### config.mk
export PLATFORM = sky130hd
export DESIGN_NAME = crc_seq_arbiter_flat
export DESIGN_NICKNAME = d
export VERILOG_FILES = /design/src/rtl/crc_seq_arbiter_pkg.sv /design/src/rtl/crc_seq_arbiter_if.sv /design/src/rtl/crc_seq_arbiter_rr_arbiter.sv /design/src/rtl/crc_seq_arbiter.sv /design/src/flat_wrapper.sv
export SDC_FILE = /design/constraint.sdc
export NUM_CORES = 1
export LEC_CHECK = 0
export ABC_AREA = 1
export BUFFER_PORTS_ARGS = -buffer_cell sky130_fd_sc_hd__buf_2
export CAP_MARGIN = 20
export CORE_AREA = 2 2 95 69
export CTS_BUF_LIST = sky130_fd_sc_hd__clkbuf_4
export DETAILED_ROUTE_END_ITERATION = 8
export DIE_AREA = 0 0 97 71
export PLACE_DENSITY = 0.61
export SETUP_SLACK_MARGIN = 0.02
export SLEW_MARGIN = 10
export SYNTH_ARGS = -nofsm -noshare
export SYNTH_HDL_FRONTEND = slang
export SYNTH_HIERARCHICAL = 1
export SYNTH_SLANG_ARGS = --single-unit
export TNS_END_PERCENT = 100
### constraint.sdc
create_clock -name clk -period 2.5 [get_ports clk]
set_input_delay 0.25 -clock clk [delete_from_list [all_inputs] [get_ports clk]]
set_output_delay 0.25 -clock clk [all_outputs]
set_load 0.005 [all_outputs]
### src/rtl/crc_seq_arbiter_pkg.sv
// Shared types and default sizing for the CRC sequencing arbiter slice.
package crc_ctrl_pkg;

  localparam int DEF_DATA_WIDTH = 8;
  localparam int DEF_CRC_WIDTH  = 8;
  localparam int DEF_NUM_REQ    = 4;

  typedef enum logic [2:0] {
    ST_IDLE  = 3'd0,
    ST_LOAD  = 3'd1,
    ST_SHIFT = 3'd2,
    ST_EMIT  = 3'd3,
    ST_DONE  = 3'd4
  } state_e;

  // Index width that stays at least one bit for a single requester.
  function automatic int idx_width(input int n);
    return (n > 1) ? $clog2(n) : 1;
  endfunction

endpackage

### src/rtl/crc_seq_arbiter_if.sv
// Requester-side valid/ready bundle: master drives words, slave grants them.
interface crc_seq_arbiter_if #(
  parameter int NUM_REQ    = crc_ctrl_pkg::DEF_NUM_REQ,
  parameter int DATA_WIDTH = crc_ctrl_pkg::DEF_DATA_WIDTH
);

  logic [NUM_REQ-1:0]            req_valid;
  logic [NUM_REQ*DATA_WIDTH-1:0] req_data;
  logic [NUM_REQ-1:0]            req_ready;

  modport master (output req_valid, output req_data, input req_ready);
  modport slave  (input req_valid, input req_data, output req_ready);

endinterface

### src/rtl/crc_seq_arbiter_rr_arbiter.sv
// Round-robin picker: first asserted request at or after ptr, wrapping.
module rr_arbiter
  import crc_ctrl_pkg::*;
#(
  parameter  int NUM_REQ = DEF_NUM_REQ,
  localparam int IDX_W   = idx_width(NUM_REQ)
) (
  input  logic [NUM_REQ-1:0] req,
  input  logic [IDX_W-1:0]   ptr,
  output logic [NUM_REQ-1:0] grant,
  output logic [IDX_W-1:0]   idx
);

  logic             found_s;
  logic             hit_s;
  logic [IDX_W-1:0] pos_s;

  // Walk the rotated request vector once; the first hit wins.
  always_comb begin
    grant   = '0;
    idx     = '0;
    found_s = 1'b0;
    hit_s   = 1'b0;
    pos_s   = '0;
    for (int i = 0; i < NUM_REQ; i++) begin
      pos_s        = IDX_W'((int'(ptr) + i) % NUM_REQ);
      hit_s        = req[pos_s] & ~found_s;
      grant[pos_s] = hit_s;
      idx          = hit_s ? pos_s : idx;
      found_s      = found_s | hit_s;
    end
  end

endmodule

### src/rtl/crc_seq_arbiter.sv
// Arbitrates requesters, serializes the winning word into a CRC engine,
// then sequences the engine's CRC read-out.
module crc_seq_arbiter
  import crc_ctrl_pkg::*;
#(
  parameter  int DATA_WIDTH = DEF_DATA_WIDTH,
  parameter  int CRC_WIDTH  = DEF_CRC_WIDTH,
  parameter  int NUM_REQ    = DEF_NUM_REQ,
  localparam int IDX_W      = idx_width(NUM_REQ)
) (
  input  logic               clk,
  input  logic               rst_n,
  crc_seq_arbiter_if.slave   req_if,
  input  logic               abort,
  output logic               crc_clr,
  output logic               crc_shift_en,
  output logic               crc_din,
  output logic               crc_out_en,
  output logic               ser_valid,
  output logic [IDX_W-1:0]   owner,
  output logic               busy,
  output logic               done_tick
);

  localparam int CNT_MAX = (DATA_WIDTH > CRC_WIDTH) ? DATA_WIDTH : CRC_WIDTH;
  localparam int CNT_W   = $clog2(CNT_MAX + 1);
  localparam logic [CNT_W-1:0] SHIFT_LAST = CNT_W'(DATA_WIDTH - 1);
  localparam logic [CNT_W-1:0] EMIT_LAST  = CNT_W'(CRC_WIDTH - 1);

  state_e                state_r;
  logic [CNT_W-1:0]      cnt_r;
  logic [DATA_WIDTH-1:0] shreg_r;
  logic [IDX_W-1:0]      ptr_r;
  logic [IDX_W-1:0]      owner_r;
  logic                  crc_clr_r, shift_en_r, din_r, out_en_r, ser_valid_r, busy_r, done_r;

  logic [NUM_REQ-1:0]    grant_s;
  logic [IDX_W-1:0]      win_idx_s;
  logic [IDX_W-1:0]      next_ptr_s;
  logic [DATA_WIDTH-1:0] sel_data_s;
  logic                  hs_s;

  rr_arbiter #(.NUM_REQ(NUM_REQ)) u_rr (
    .req   (req_if.req_valid),
    .ptr   (ptr_r),
    .grant (grant_s),
    .idx   (win_idx_s)
  );

  // Grants are only offered while idle and never while reset is held.
  assign req_if.req_ready = (rst_n && (state_r == ST_IDLE)) ? grant_s : '0;
  assign hs_s             = |(req_if.req_valid & req_if.req_ready);

  // Winner's word and the pointer value that follows it.
  always_comb begin
    sel_data_s = req_if.req_data[win_idx_s*DATA_WIDTH +: DATA_WIDTH];
    next_ptr_s = (win_idx_s == IDX_W'(NUM_REQ - 1)) ? '0 : (win_idx_s + IDX_W'(1));
  end

  // Frame sequencer: every output strobe is registered alongside the state.
  always_ff @(posedge clk or negedge rst_n) begin
    if (!rst_n) begin
      state_r     <= ST_IDLE;
      cnt_r       <= '0;
      shreg_r     <= '0;
      ptr_r       <= '0;
      owner_r     <= '0;
      crc_clr_r   <= 1'b0;
      shift_en_r  <= 1'b0;
      din_r       <= 1'b0;
      out_en_r    <= 1'b0;
      ser_valid_r <= 1'b0;
      busy_r      <= 1'b0;
      done_r      <= 1'b0;
    end else begin
      crc_clr_r   <= 1'b0;
      shift_en_r  <= 1'b0;
      din_r       <= 1'b0;
      out_en_r    <= 1'b0;
      ser_valid_r <= 1'b0;
      done_r      <= 1'b0;
      case (state_r)
        ST_IDLE: begin
          if (hs_s) begin
            shreg_r   <= sel_data_s;
            owner_r   <= win_idx_s;
            ptr_r     <= next_ptr_s;
            cnt_r     <= '0;
            crc_clr_r <= 1'b1;
            busy_r    <= 1'b1;
            state_r   <= ST_LOAD;
          end else begin
            busy_r    <= 1'b0;
          end
        end
        ST_LOAD: begin
          if (abort) begin
            busy_r     <= 1'b0;
            state_r    <= ST_IDLE;
          end else begin
            cnt_r      <= '0;
            shift_en_r <= 1'b1;
            din_r      <= shreg_r[0];
            shreg_r    <= shreg_r >> 1;
            state_r    <= ST_SHIFT;
          end
        end
        ST_SHIFT: begin
          if (abort) begin
            busy_r      <= 1'b0;
            state_r     <= ST_IDLE;
          end else if (cnt_r == SHIFT_LAST) begin
            cnt_r       <= '0;
            out_en_r    <= 1'b1;
            ser_valid_r <= 1'b1;
            state_r     <= ST_EMIT;
          end else begin
            cnt_r       <= cnt_r + CNT_W'(1);
            shift_en_r  <= 1'b1;
            din_r       <= shreg_r[0];
            shreg_r     <= shreg_r >> 1;
          end
        end
        ST_EMIT: begin
          if (abort) begin
            busy_r      <= 1'b0;
            state_r     <= ST_IDLE;
          end else if (cnt_r == EMIT_LAST) begin
            cnt_r       <= '0;
            done_r      <= 1'b1;
            state_r     <= ST_DONE;
          end else begin
            cnt_r       <= cnt_r + CNT_W'(1);
            out_en_r    <= 1'b1;
            ser_valid_r <= 1'b1;
          end
        end
        ST_DONE: begin
          cnt_r   <= '0;
          busy_r  <= 1'b0;
          state_r <= ST_IDLE;
        end
        default: begin
          busy_r  <= 1'b0;
          state_r <= ST_IDLE;
        end
      endcase
    end
  end

  assign crc_clr      = crc_clr_r;
  assign crc_shift_en = shift_en_r;
  assign crc_din      = din_r;
  assign crc_out_en   = out_en_r;
  assign ser_valid    = ser_valid_r;
  assign owner        = owner_r;
  assign busy         = busy_r;
  assign done_tick    = done_r;

endmodule

### src/flat_wrapper.sv
// flat-port wrapper written by rule: the top's interface ports become plain ports
module crc_seq_arbiter_flat import crc_ctrl_pkg::*;
#(
  parameter  int DATA_WIDTH = DEF_DATA_WIDTH,
  parameter  int CRC_WIDTH  = DEF_CRC_WIDTH,
  parameter  int NUM_REQ    = DEF_NUM_REQ,
  localparam int IDX_W      = idx_width(NUM_REQ)
)
  (clk, rst_n, abort, crc_clr, crc_shift_en, crc_din, crc_out_en, ser_valid, owner, busy, done_tick, req_if_req_valid, req_if_req_data, req_if_req_ready);
  crc_seq_arbiter_if #(.NUM_REQ(NUM_REQ), .DATA_WIDTH(DATA_WIDTH)) req_if_i ();
  input  logic clk;
  input  logic rst_n;
  input  logic abort;
  output logic crc_clr;
  output logic crc_shift_en;
  output logic crc_din;
  output logic crc_out_en;
  output logic ser_valid;
  output logic [IDX_W-1:0] owner;
  output logic busy;
  output logic done_tick;
  input wire logic [$bits(req_if_i.req_valid)-1:0] req_if_req_valid;
  input wire logic [$bits(req_if_i.req_data)-1:0] req_if_req_data;
  output wire logic [$bits(req_if_i.req_ready)-1:0] req_if_req_ready;
  assign req_if_i.req_valid = req_if_req_valid;
  assign req_if_i.req_data = req_if_req_data;
  assign req_if_req_ready = req_if_i.req_ready;
  crc_seq_arbiter #(.DATA_WIDTH(DATA_WIDTH), .CRC_WIDTH(CRC_WIDTH), .NUM_REQ(NUM_REQ)) u_core (.clk(clk), .rst_n(rst_n), .req_if(req_if_i), .abort(abort), .crc_clr(crc_clr), .crc_shift_en(crc_shift_en), .crc_din(crc_din), .crc_out_en(crc_out_en), .ser_valid(ser_valid), .owner(owner), .busy(busy), .done_tick(done_tick));
endmodule
==> results of run 1 <==
placed cells by master (no fill, tap or decap), drive strengths merged:
cell type | Yosys | final
a211oi | 2 | 2
a21boi | 1 | 1
a21o | 1 | 1
a21oi | 2 | 2
and2 | 2 | 2
and3 | 1 | 1
buf | 5 | 74
clkbuf | 2 | 4
clkinvlp | 0 | 2
dfrtp | 25 | 25
dlygate4sd3 | 0 | 1
ha | 6 | 6
inv | 43 | 42
nand2 | 102 | 102
nand3 | 33 | 33
nand4 | 6 | 6
nor2 | 49 | 49
nor3 | 4 | 4
o21a | 1 | 1
o21ai | 32 | 32
xor2 | 1 | 1
kinds of logic (layout without fill, tap and decap cells):
logic type      count (synthesis)  count (layout)
compound gates                 39              39
xor+xnor                        1               1
fa+ha+maj                       6               6
buf+inv                        50             123
flops                          25              25
simple gates                  197             197
worst paths after layout:
| check | start | end | cells after the start | slack [ps] |
|---|---|---|---|---|
| min in group asynchronous | rst_n | u_core/state_r[0] | 2 | 330 |
| max in group asynchronous | rst_n | u_core/ptr_r[0] | 3 | 1620 |
| worst max register to register | u_core/ptr_r[0] | u_core/shreg_r[6] | 18 | 120 |
| worst min register to register | u_core/shreg_r[3] | u_core/shreg_r[3] | 2 | 490 |
| worst min-delay path | abort | u_core/ser_valid | 2 | 200 |
| worst max-delay path | u_core/ptr_r[0] | req_if_req_ready[3] | 14 | 110 |
worst register-to-register path, delay by kind of cell, from the launching register on:
family,cells,cell delay [ps]
AO/OA/AOI/OAI,2,300
adder cells (fa/ha/maj),1,290
buffers and inverters,5,450
flip-flops,1,400
AND/OR/NAND/NOR,10,870
sequential cells by signal (all words and copies together), names as in the netlist:
name and flops:
u_core/shreg_r 8, u_core/cnt_r 4, u_core/state_r 3, u_core/owner 2, u_core/ptr_r 2, u_core/busy 1
u_core/crc_clr 1, u_core/crc_din 1, u_core/crc_shift_en 1, u_core/done_tick 1, u_core/ser_valid 1
area by class of cell:
class / count / area (µm²)
Fill cell: 607 / 3270
Multi-Input combinational cell: 243 / 1350
Sequential cell: 25 / 627
Timing Repair Buffer: 75 / 484
Inverter: 43 / 170
Tap cell: 78 / 97.6
Clock buffer: 4 / 30.0
Timing Repair inverter: 1 / 7.51
per-stage QoR:
stage / cells / hold WS [ps]
6_report: 469 / 200
5_1_grt: 469 / 206
4_1_cts: 458 / 186
3_5_place_dp: 453 / 138
3_3_place_gp: 453 / 138
2_1_floorplan: 318 / -45.6
routing by layer:
metal / up-vias / GRT usage, %
met2: 82 / 25.8
met1: 1015 / 26.5
met5: - / 0
met4: 0 / 1.56
met3: 7 / 3.46
li1: 1157 / -
repair_timing:
| action | 4_1_cts | 5_1_grt |
|---|---|---|
| cloned | 0 | 1 |
| pin swaps | 2 | 15 |
| endpoints found under the setup margin | 3 | 23 |
| endpoints found under the hold margin | 6 | 0 |
| hold buffers | 1 | 0 |
| gates resized for setup | 4 | 50 |
| buffers inserted | 0 | 10 |
power groups by stage:
stage          registers [µW]  logic (µW)  clock network [µW]
2_1_floorplan             644        1930                   0
3_3_place_gp              641        2630                   0
3_5_place_dp              644        2640                   0
4_1_cts                   637        2720                 206
5_1_grt                   652        3720                 226
6_report                  639        3340                 196
==> run metrics, run 1 <==
status completed; Slew headroom 64.9%; mux contribution to synthesized area 0%; Power Dens Cells 1510 mW/mm²; Synth cell types 32; Critical Path Most Common Cell inv_2; Skew-Pair Late Insertion Delay 320 ps; Synth Area in Adders 3.68%; maxcap violations 0; final WL 6.11 mm; routed wl met3 419 µm; fin crit period 2390 ps; synth cell count leaders nand2_1, nor2_1, inv_1, o21ai_0, nand3_1; Least-Margin Pin Slew 525 ps; power share of the clock group 4.7%; final hold vios 0; Synth Area in Compound Gates 11.0%; PnR worst setup slack 109 ps; Starting Density 33.8%; syn_nets 363; worst hold path class input pin to flip-flop; Core Area 0.00604 mm²; number of vias per cell 4.82; Post-synth EDFFs 0; dominant cell type by area after synthesis dfrtp_1; final core utilization 45.8%; total number of vias 2261; grt ovf 0; P_int 2000 µW; Post-DRT Antenna Nets 0; Die Span X 97 µm; TritonCTS buffer count 3; Top Layer Used met4; Syn Inst Count 318; ant diodes 0; First-pass DRT Iterations 4; synth top area cells dfrtp_1, nand2_1, nor2_1; mapped cell area 0.00204 mm²; H-tree Lvls 1; Final nets 437; Layout area overhead 35.3%; post-synth top area share 30.6%; area post-placement 0.00245 mm²; largest net degree at the start of global routing 20; cell family with most CP delay buffers and inverters; yosys synthesis warning count 6; Setup WS pre-CTS 29.8 ps; CTS tree built; routability cong. 0.943; DR iter-0 viols 143; Final Max Tran Viols 0; Rows 24; initial antenna violation count 0; Leak Pwr 0.00154 µW; clock sinks 25; crit-path cells inv_2 > ha_4 > inv_4 > buf_6 > nand2_4 > o21ai_4 > inv_2 > nor2_4 > nand2_1 > nand3_1 > nand4_1 > buf_4 > inv_2 > buf_6; fin area 0.00276 mm²; routed length per placed instance 13.0 µm; GRT Total Usage 17.2%; top-count cell post-synth nand2_1; Worst path slowest cell dfrtp_2; Max Clock Skew 6.07 ps; ys flop type dfrtp_1; DR WL met2 2.66 mm; XOR/XNOR Fraction of Synth Area 0.429%; first-pass GRT wire length 9.75 mm; setup_tns 0 ps; Chip Height 71 µm; simple-gate share of the synthesized area 44.2%; Max VDD drop 0.836 mV; Achievable Freq 418 MHz; worst path required time 2250 ps; Remaining DRCs 0; # IOs 52; Final HPWL DP 4.49 mm; met1 WL 2.98 mm; startpoint class of the critical path flip-flop; Final Power 4180 µW; Comb pwr share 80.0%; worst path buffer plus inverter count 7; vias in the first global route 2021; Psw 2180 µW; Critical Path End Type output port; share of cells above drive strength 1 33.2%; register area share after synthesis 30.6%; Syn Area/Cell 6.42 µm²; Final setup viols 0; Crit Path Max Fanout 5; DIE AREA 0.00689 mm²; net switching fraction of the power 52.1%; crit-path max cell delay 440 ps; FFs w/ async S/R, synth 100%; Critical Path AT 2140 ps; I/O Buffers 51; RSZ-0062 raised after global routing true; main combinational cell family by area after synthesis simple AND/OR/NAND/NOR gates; Clock Pin Slew Worst Setup and Hold Paths 140 ps; Reg power frac 15.3%; CTS max path bufs 2; clk root buf clkbuf_4; Setup CP Type flip-flop to output port; FF+latch count, synth 25; fin crit share 95.6%
Power figures use the tool's default switching activity.
==> run 2: changes to the inputs <==
--- a/config.mk
+++ b/config.mk
@@ -9,7 +9,7 @@
 export BUFFER_PORTS_ARGS = -buffer_cell sky130_fd_sc_hd__buf_2
 export CAP_MARGIN = 20
 export CORE_AREA = 2 2 95 69
-export CTS_BUF_LIST = sky130_fd_sc_hd__clkbuf_4
+export CTS_BUF_LIST = sky130_fd_sc_hd__clkbuf_8
 export DETAILED_ROUTE_END_ITERATION = 8
 export DIE_AREA = 0 0 97 71
 export PLACE_DENSITY = 0.61
==> run 2 against run 1 <==
  * Combinational power rose by 6%
  * Non-clock buffer count rose by 2
  * Power rose by 5.7%
  * Worst setup slack improved by 1.4 ps
  * Largest cell class unchanged
  * Highest routed layer unchanged
  * Flip-flop and latch count did not move
==> run metrics, run 2 (synthesized netlist as in run 1, its figures left out) <==
status completed; clock sinks 25 (unchanged); Core Area 0.00604 mm² (unchanged); most frequent cells in the layout nand2_1, buf_2, nor2_1, inv_1; Die Span X 97 µm (unchanged); hold_sp abort; commonest non-fill, non-tap cell in the layout nand2_1; routed length per placed instance 13.1 µm (+0.65%); Reg with most FFs u_core/shreg_r; Post-DRT Antenna Nets 0 (unchanged); Starting Density 33.8% (unchanged); Layout area overhead 38.1%; P_int 2140 µW (+7.2%); Critical Path End Type flip-flop; Setup CP Type flip-flop to flip-flop; Comb pwr share 80.0% (about the same); Max Clock Skew 6.25 ps (+0.179 ps); area post-placement 0.00245 mm² (unchanged); Final HPWL DP 4.49 mm (unchanged); fin area 0.00282 mm² (+2.0%); final WL 6.19 mm (+1.3%); number of vias per cell 4.87 (+0.95%); Max VDD drop 0.804 mV (-3.9%); largest net degree at the start of global routing 20 (unchanged); Slew headroom 63.8% (-1.0 points); startpoint class of the critical path flip-flop; Final nets 440 (+0.69%); R2R Setup Slk 110 ps (about the same); R2R depth 17 (-1); Worst Hold End u_core/ser_valid; Skew-Pair Late Insertion Delay 270 ps (-50 ps); Clock Pin Slew Worst Setup and Hold Paths 90 ps (-50 ps); Power Dens Cells 1570 mW/mm² (+3.5%); CTS tree built; hold slack 258 ps (+57.2 ps); net switching fraction of the power 51.5% (-0.68 points); Crit Path Max Fanout 8 (+3); max reg flops 8 (unchanged); biggest regs u_core/shreg_r: 8 flops, u_core/cnt_r: 4 flops, u_core/state_r: 3 flops; Setup WS pre-CTS 29.8 ps (unchanged); worst path required time 2670 ps (+420 ps); Least-Margin Pin Slew 541 ps (+15.3 ps); Psw 2270 µW (+4.3%); DIE AREA 0.00689 mm² (unchanged); cell family with most CP delay simple AND/OR/NAND/NOR gates; share of cells above drive strength 1 34.8% (+1.5 points); worst hold path class input pin to flip-flop; initial antenna violation count 0 (unchanged); clk root buf clkbuf_8; Final Max Tran Viols 0 (unchanged); vias in the first global route 2012 (-0.45%); Critical Path AT 2560 ps (+420 ps); DR iter-0 viols 129 (-9.8%); TritonCTS buffer count 3 (unchanged); GRT Total Usage 16.8% (-0.36 points); area occupied by multi-input gates 0.00138 mm² (+2.6%); fin crit period 2390 ps (-1.37 ps); CTS max path bufs 2 (unchanged); RR Startpoint u_core/ptr_r[1]; crit-path cells inv_2 > ha_4 > inv_4 > buf_4 > o21ai_4 > inv_2 > nor2_4 > nand2_2 > nand2_4 > buf_6 > clkinvlp_4 > o21ai_2 > o21ai_1 > nand2_1 > nand2_1 > nand3_2 > nand2_1; # IOs 52 (unchanged); power share of the clock group 5.4% (+0.7 points); hold path depth 2 (unchanged); H-tree Lvls 1 (unchanged); Rows 24 (unchanged); Leak Pwr 0.00157 µW (+1.8%); storage element area 627 µm² (unchanged); first-pass GRT wire length 9.58 mm (-1.8%); routability cong. 0.943 (unchanged); grt ovf 0 (unchanged); PnR worst setup slack 110 ps (+1.38 ps); Remaining DRCs 0 (unchanged); First-pass DRT Iterations 5 (+1); crit-path max cell delay 390 ps (-50 ps); Worst R2R End u_core/shreg_r[6]; Worst path slowest cell dfrtp_1; FILL cells 603 (-0.66%); Reg power frac 14.6% (-0.7 points); I/O Buffers 51 (unchanged); final hold vios 0 (unchanged); fin crit share 95.6% (about the same); Final setup viols 0 (unchanged); total number of vias 2297 (+1.6%); Chip Height 71 µm (unchanged); Achievable Freq 418 MHz (about the same); Critical Path Most Common Cell nand2_1; ant diodes 0 (unchanged); RSZ-0062 raised after global routing true; worst path buffer plus inverter count 6 (-1); maxcap violations 0 (unchanged)
-- run 2: changes by cell type in the layout (fill, tap and decap cells not counted), sizes merged --
cell	delta
buf	+1
nand3	+1
inv	+1
-- run 2: worst max-delay path by stage --
stage | start | end | slack (ps) | depth (start not counted)
floorplan | u_core/ptr_r[1] | u_core/shreg_r[0] | 60 | 18
global placement | u_core/ptr_r[1] | u_core/shreg_r[5] | 80 | 16
detailed placement | u_core/ptr_r[0] | u_core/shreg_r[2] | 30 | 19
CTS | u_core/ptr_r[0] | u_core/shreg_r[2] | 30 | 18
global route | u_core/ptr_r[0] | u_core/ptr_r[0] | -30 | 16
finish | u_core/ptr_r[1] | u_core/shreg_r[6] | 110 | 17
-- run 2: cell type report --
class	instances	area share [%]
repair inverters	1	0.266
well taps	78	3.46
clock buffers	3	1.46
multi-input cells	244	49.0
repair buffers	77	17.4
inverters	43	6.04
flip-flops and latches	25	22.2
clock inverters	1	0.133
-- run 2: per-layer routing --
layer / GRT usage [%] / vias up / part of all wire (%) / wire length (µm)
met2: 24.9 / 91 / 44 / 2700
met5: 0 / - / 0 / 0
met3: 3.16 / 6 / 6.7 / 416
met4: 1.56 / 0 / 0.44 / 27
li1: - / 1161 / - / -
met1: 26.3 / 1039 / 49 / 3050
-- run 2: per-stage QoR --
stage | total power [µW] | util, % | instances | setup TNS, ps
after global routing | 4860 | 46.7 | 472 | -241
final | 4410 | 46.7 | 472 | 0
after global placement | 3270 | 40.6 | 453 | 0
after floorplan | 2570 | - | 318 | 0
after detailed placement | 3290 | 40.6 | 453 | 0
after CTS | 3550 | 41.6 | 458 | 0
-- run 2: power groups by stage --
| stage | logic [µW] | registers (µW) | clock network (µW) |
|---|---|---|---|
| 4_1_cts | 2660 | 638 | 250 |
| 5_1_grt | 3930 | 656 | 273 |
| 3_5_place_dp | 2640 | 644 | 0 |
| 2_1_floorplan | 1930 | 644 | 0 |
| 6_report | 3530 | 642 | 239 |
| 3_3_place_gp | 2630 | 641 | 0 |
-- run 2: what timing repair did --
item,CTS,global route
pin swaps,0,24
cloned,0,3
setup buffers,0,11
hold buffers,1,0
setup endpoints to repair,1,23
hold endpoints to repair,6,0
gates resized for setup,1,62
==> run 3: changes to the inputs <==
--- a/config.mk
+++ b/config.mk
@@ -6,13 +6,15 @@
 export NUM_CORES = 1
 export LEC_CHECK = 0
 export ABC_AREA = 1
-export BUFFER_PORTS_ARGS = -buffer_cell sky130_fd_sc_hd__buf_2
+export BUFFER_PORTS_ARGS = -buffer_cell sky130_fd_sc_hd__clkbuf_2
 export CAP_MARGIN = 20
-export CORE_AREA = 2 2 95 69
+export CELL_PAD_IN_SITES_DETAIL_PLACEMENT = 2
+export CELL_PAD_IN_SITES_GLOBAL_PLACEMENT = 2
+export CORE_AREA = 2 2 109 80
 export CTS_BUF_LIST = sky130_fd_sc_hd__clkbuf_8
 export DETAILED_ROUTE_END_ITERATION = 8
-export DIE_AREA = 0 0 97 71
-export PLACE_DENSITY = 0.61
+export DIE_AREA = 0 0 111 82
+export PLACE_DENSITY = 0.8
 export SETUP_SLACK_MARGIN = 0.02
 export SLEW_MARGIN = 10
 export SYNTH_ARGS = -nofsm -noshare
==> run 3 against run 2 <==
  * Largest cell class unchanged
  * Final cell count grew 7.6%
  * Largest power group unchanged
  * Flip-flop and latch count stayed put
  * Worst setup slack got worse by 170 ps
  * Clock skew increased by 4.8 ps
  * Global-route usage is 0.97 points higher
  * Clock power rose by 13%
  * Die area rose by 32%
  * Non-clock buffer count up 10
  * Critical path depth did not move
  * The flow now finishes with violations (negative setup slack)
==> run metrics, run 3 (synthesized netlist as in run 1, its figures left out) <==
status complete, but fails checks; failing checks negative setup slack; final core utilization 37.8% (-8.9 points); Post-DRT Antenna Nets 0 (unchanged); Least-Margin Pin Slew 680 ps (+139 ps); First-pass DRT Iterations 4 (-1); Crit Path Max Fanout 12 (+4); maxcap violations 0 (unchanged); number of vias per cell 4.83 (-0.78%); Final setup viols 15 (+15); Slew headroom 54.5% (-9.3 points); worst hold path class input pin to flip-flop; DR iter-0 viols 84 (-35%); # IOs 52 (unchanged); Power Dens Cells 1690 mW/mm² (+8.3%); clk root buf clkbuf_8; startpoint class of the critical path flip-flop; TritonCTS buffer count 3 (unchanged); initial antenna violation count 0 (unchanged); hold slack 261 ps (+3.38 ps); GRT Total Usage 17.8% (+0.97 points); crit-path cells inv_4 > ha_4 > inv_4 > buf_6 > o21ai_4 > inv_2 > nor2_4 > nand2_1 > nand2_2 > inv_4 > buf_4 > o21ai_0 > o21ai_0 > nand2_1 > nand2_1 > nand3_2 > nand2_2; CTS max path bufs 2 (unchanged); Max VDD drop 0.637 mV (-21%); fin crit period 2560 ps (+167 ps); max reg flops 8 (unchanged); CTS tree built; P_int 2350 µW (+9.9%); I/O Buffers 51 (unchanged); Worst R2R End u_core/shreg_r[0]; Worst Hold End u_core/ser_valid; ant diodes 0 (unchanged); final WL 9.08 mm (+47%); Critical Path End Type flip-flop; FILL cells 958 (+59%); Final HPWL DP 6.32 mm (+41%); Rows 28 (+17%); Comb pwr share 81.8% (+1.8 points); Remaining DRCs 0 (unchanged); final hold vios 0 (unchanged); Final Max Tran Viols 0 (unchanged); setup_tns -236 ps (-236 ps); largest net degree at the start of global routing 17 (-15%); commonest non-fill, non-tap cell in the layout nand2_1; H-tree Lvls 1 (unchanged); vias in the first global route 2621 (+30%); first-pass GRT wire length 13.0 mm (+36%); hold_sp abort; Leak Pwr 0.00165 µW (+5.3%); Layout area overhead 49.7%; total number of vias 2453 (+6.8%); PnR worst setup slack -56.7 ps (-167 ps); Reg with most FFs u_core/shreg_r; Worst path slowest cell dfrtp_2; clock sinks 25 (unchanged); net switching fraction of the power 54.6% (+3.1 points); Clock Pin Slew Worst Setup and Hold Paths 110 ps (+20 ps); Reg power frac 13.0% (-1.6 points); Setup CP Type flip-flop to flip-flop; most frequent cells in the layout nand2_1, clkbuf_2, nor2_1, inv_1, buf_4; Core Area 0.00809 mm² (+34%); Final nets 449 (+2.0%); fin crit share 102% (+6.7 points); crit-path max cell delay 440 ps (+50 ps); Critical Path AT 2750 ps (+190 ps); Achievable Freq 391 MHz (-6.5%); R2R depth 17 (unchanged); Chip Height 82 µm (+15%); RR Startpoint u_core/ptr_r[0]; Setup WS pre-CTS -131 ps (-161 ps); routed length per placed instance 17.9 µm (+36%); hold path depth 2 (unchanged); routability cong. 0.924 (-2.0%); Starting Density 25.2% (-8.6 points); Final Power 5180 µW (+17%); grt ovf 0 (unchanged); share of cells above drive strength 1 42.4% (+7.7 points); DIE AREA 0.00910 mm² (+32%); worst path required time 2690 ps (+20 ps); Max Clock Skew 11.1 ps (+4.82 ps); biggest regs u_core/shreg_r: 8 flops, u_core/cnt_r: 4 flops, u_core/state_r: 3 flops; R2R Setup Slk -60 ps (-170 ps); power share of the clock group 5.2% (-0.2 points); Skew-Pair Late Insertion Delay 290 ps (+20 ps); Psw 2830 µW (+24%); RSZ-0062 raised after global routing true; Die Span X 111 µm (+14%)
## run 3: changes by cell type in the layout (fill, tap and decap cells not counted), sizes merged
cell / previous run / this run
buf: 75 / 35
clkbuf: 4 / 54
clkinvlp: 2 / 1
## run 3: worst max-delay path, delay by kind of cell, from the launching register on
family / cells / cell delay, ps
fa+ha+maj: 1 / 300
compound gates: 3 / 460
flops: 1 / 440
buf+inv: 6 / 540
simple gates: 7 / 710
## run 3: per-layer routing
layer | up-vias | global-route usage (%) | routed length [µm]
met5 | - | 0 | 0
met4 | 0 | 3.62 | 78
met3 | 6 | 3.84 | 314
met2 | 51 | 31.0 | 4450
met1 | 1213 | 23.0 | 4240
li1 | 1183 | - | -
## run 3: area by class of cell
class	count	area, µm²	share of cell area [%]
clock inverter	1	7.51	0.246
inverter	43	179	5.85
clock buffer	3	41.3	1.35
multi-input combinational	244	1500	49.1
sequential	25	627	20.5
timing repair buffer	87	569	18.6
tap	105	131	4.30
## run 3: worst max-delay path by stage
stage                     slack, ps       startpoint  depth (start not counted)             endpoint
after floorplan                  60  u_core/ptr_r[1]                         18    u_core/shreg_r[0]
after global placement           40  u_core/ptr_r[0]                         16    u_core/shreg_r[5]
after detailed placement       -130  u_core/ptr_r[0]                         17    u_core/shreg_r[3]
after CTS                        30  u_core/ptr_r[0]                         15  req_if_req_ready[3]
after global routing           -210  u_core/ptr_r[0]                         18    u_core/shreg_r[2]
final                           -60  u_core/ptr_r[0]                         17    u_core/shreg_r[0]
## run 3: per-stage QoR
step	area, µm²	instances
2_1_floorplan	2040	318
3_3_place_gp	2560	490
3_5_place_dp	2560	490
4_1_cts	2690	497
5_1_grt	3060	508
6_report	3060	508
## run 3: repair_timing
item / 4_1_cts / 5_1_grt
cloned: 0 / 1
endpoints found under the hold margin: 11 / 0
resized for setup: 15 / 89
hold buffers: 1 / 0
pin swaps: 4 / 23
buffers inserted: 3 / 10
setup endpoints to repair: 17 / 21
## run 3: power by group through the flow
stage / sequential [µW] / clock [µW] / combinational (µW)
2_1_floorplan: 644 / 0 / 1930
3_3_place_gp: 644 / 0 / 2890
3_5_place_dp: 653 / 0 / 3050
4_1_cts: 650 / 277 / 3230
5_1_grt: 689 / 286 / 4650
6_report: 676 / 269 / 4240
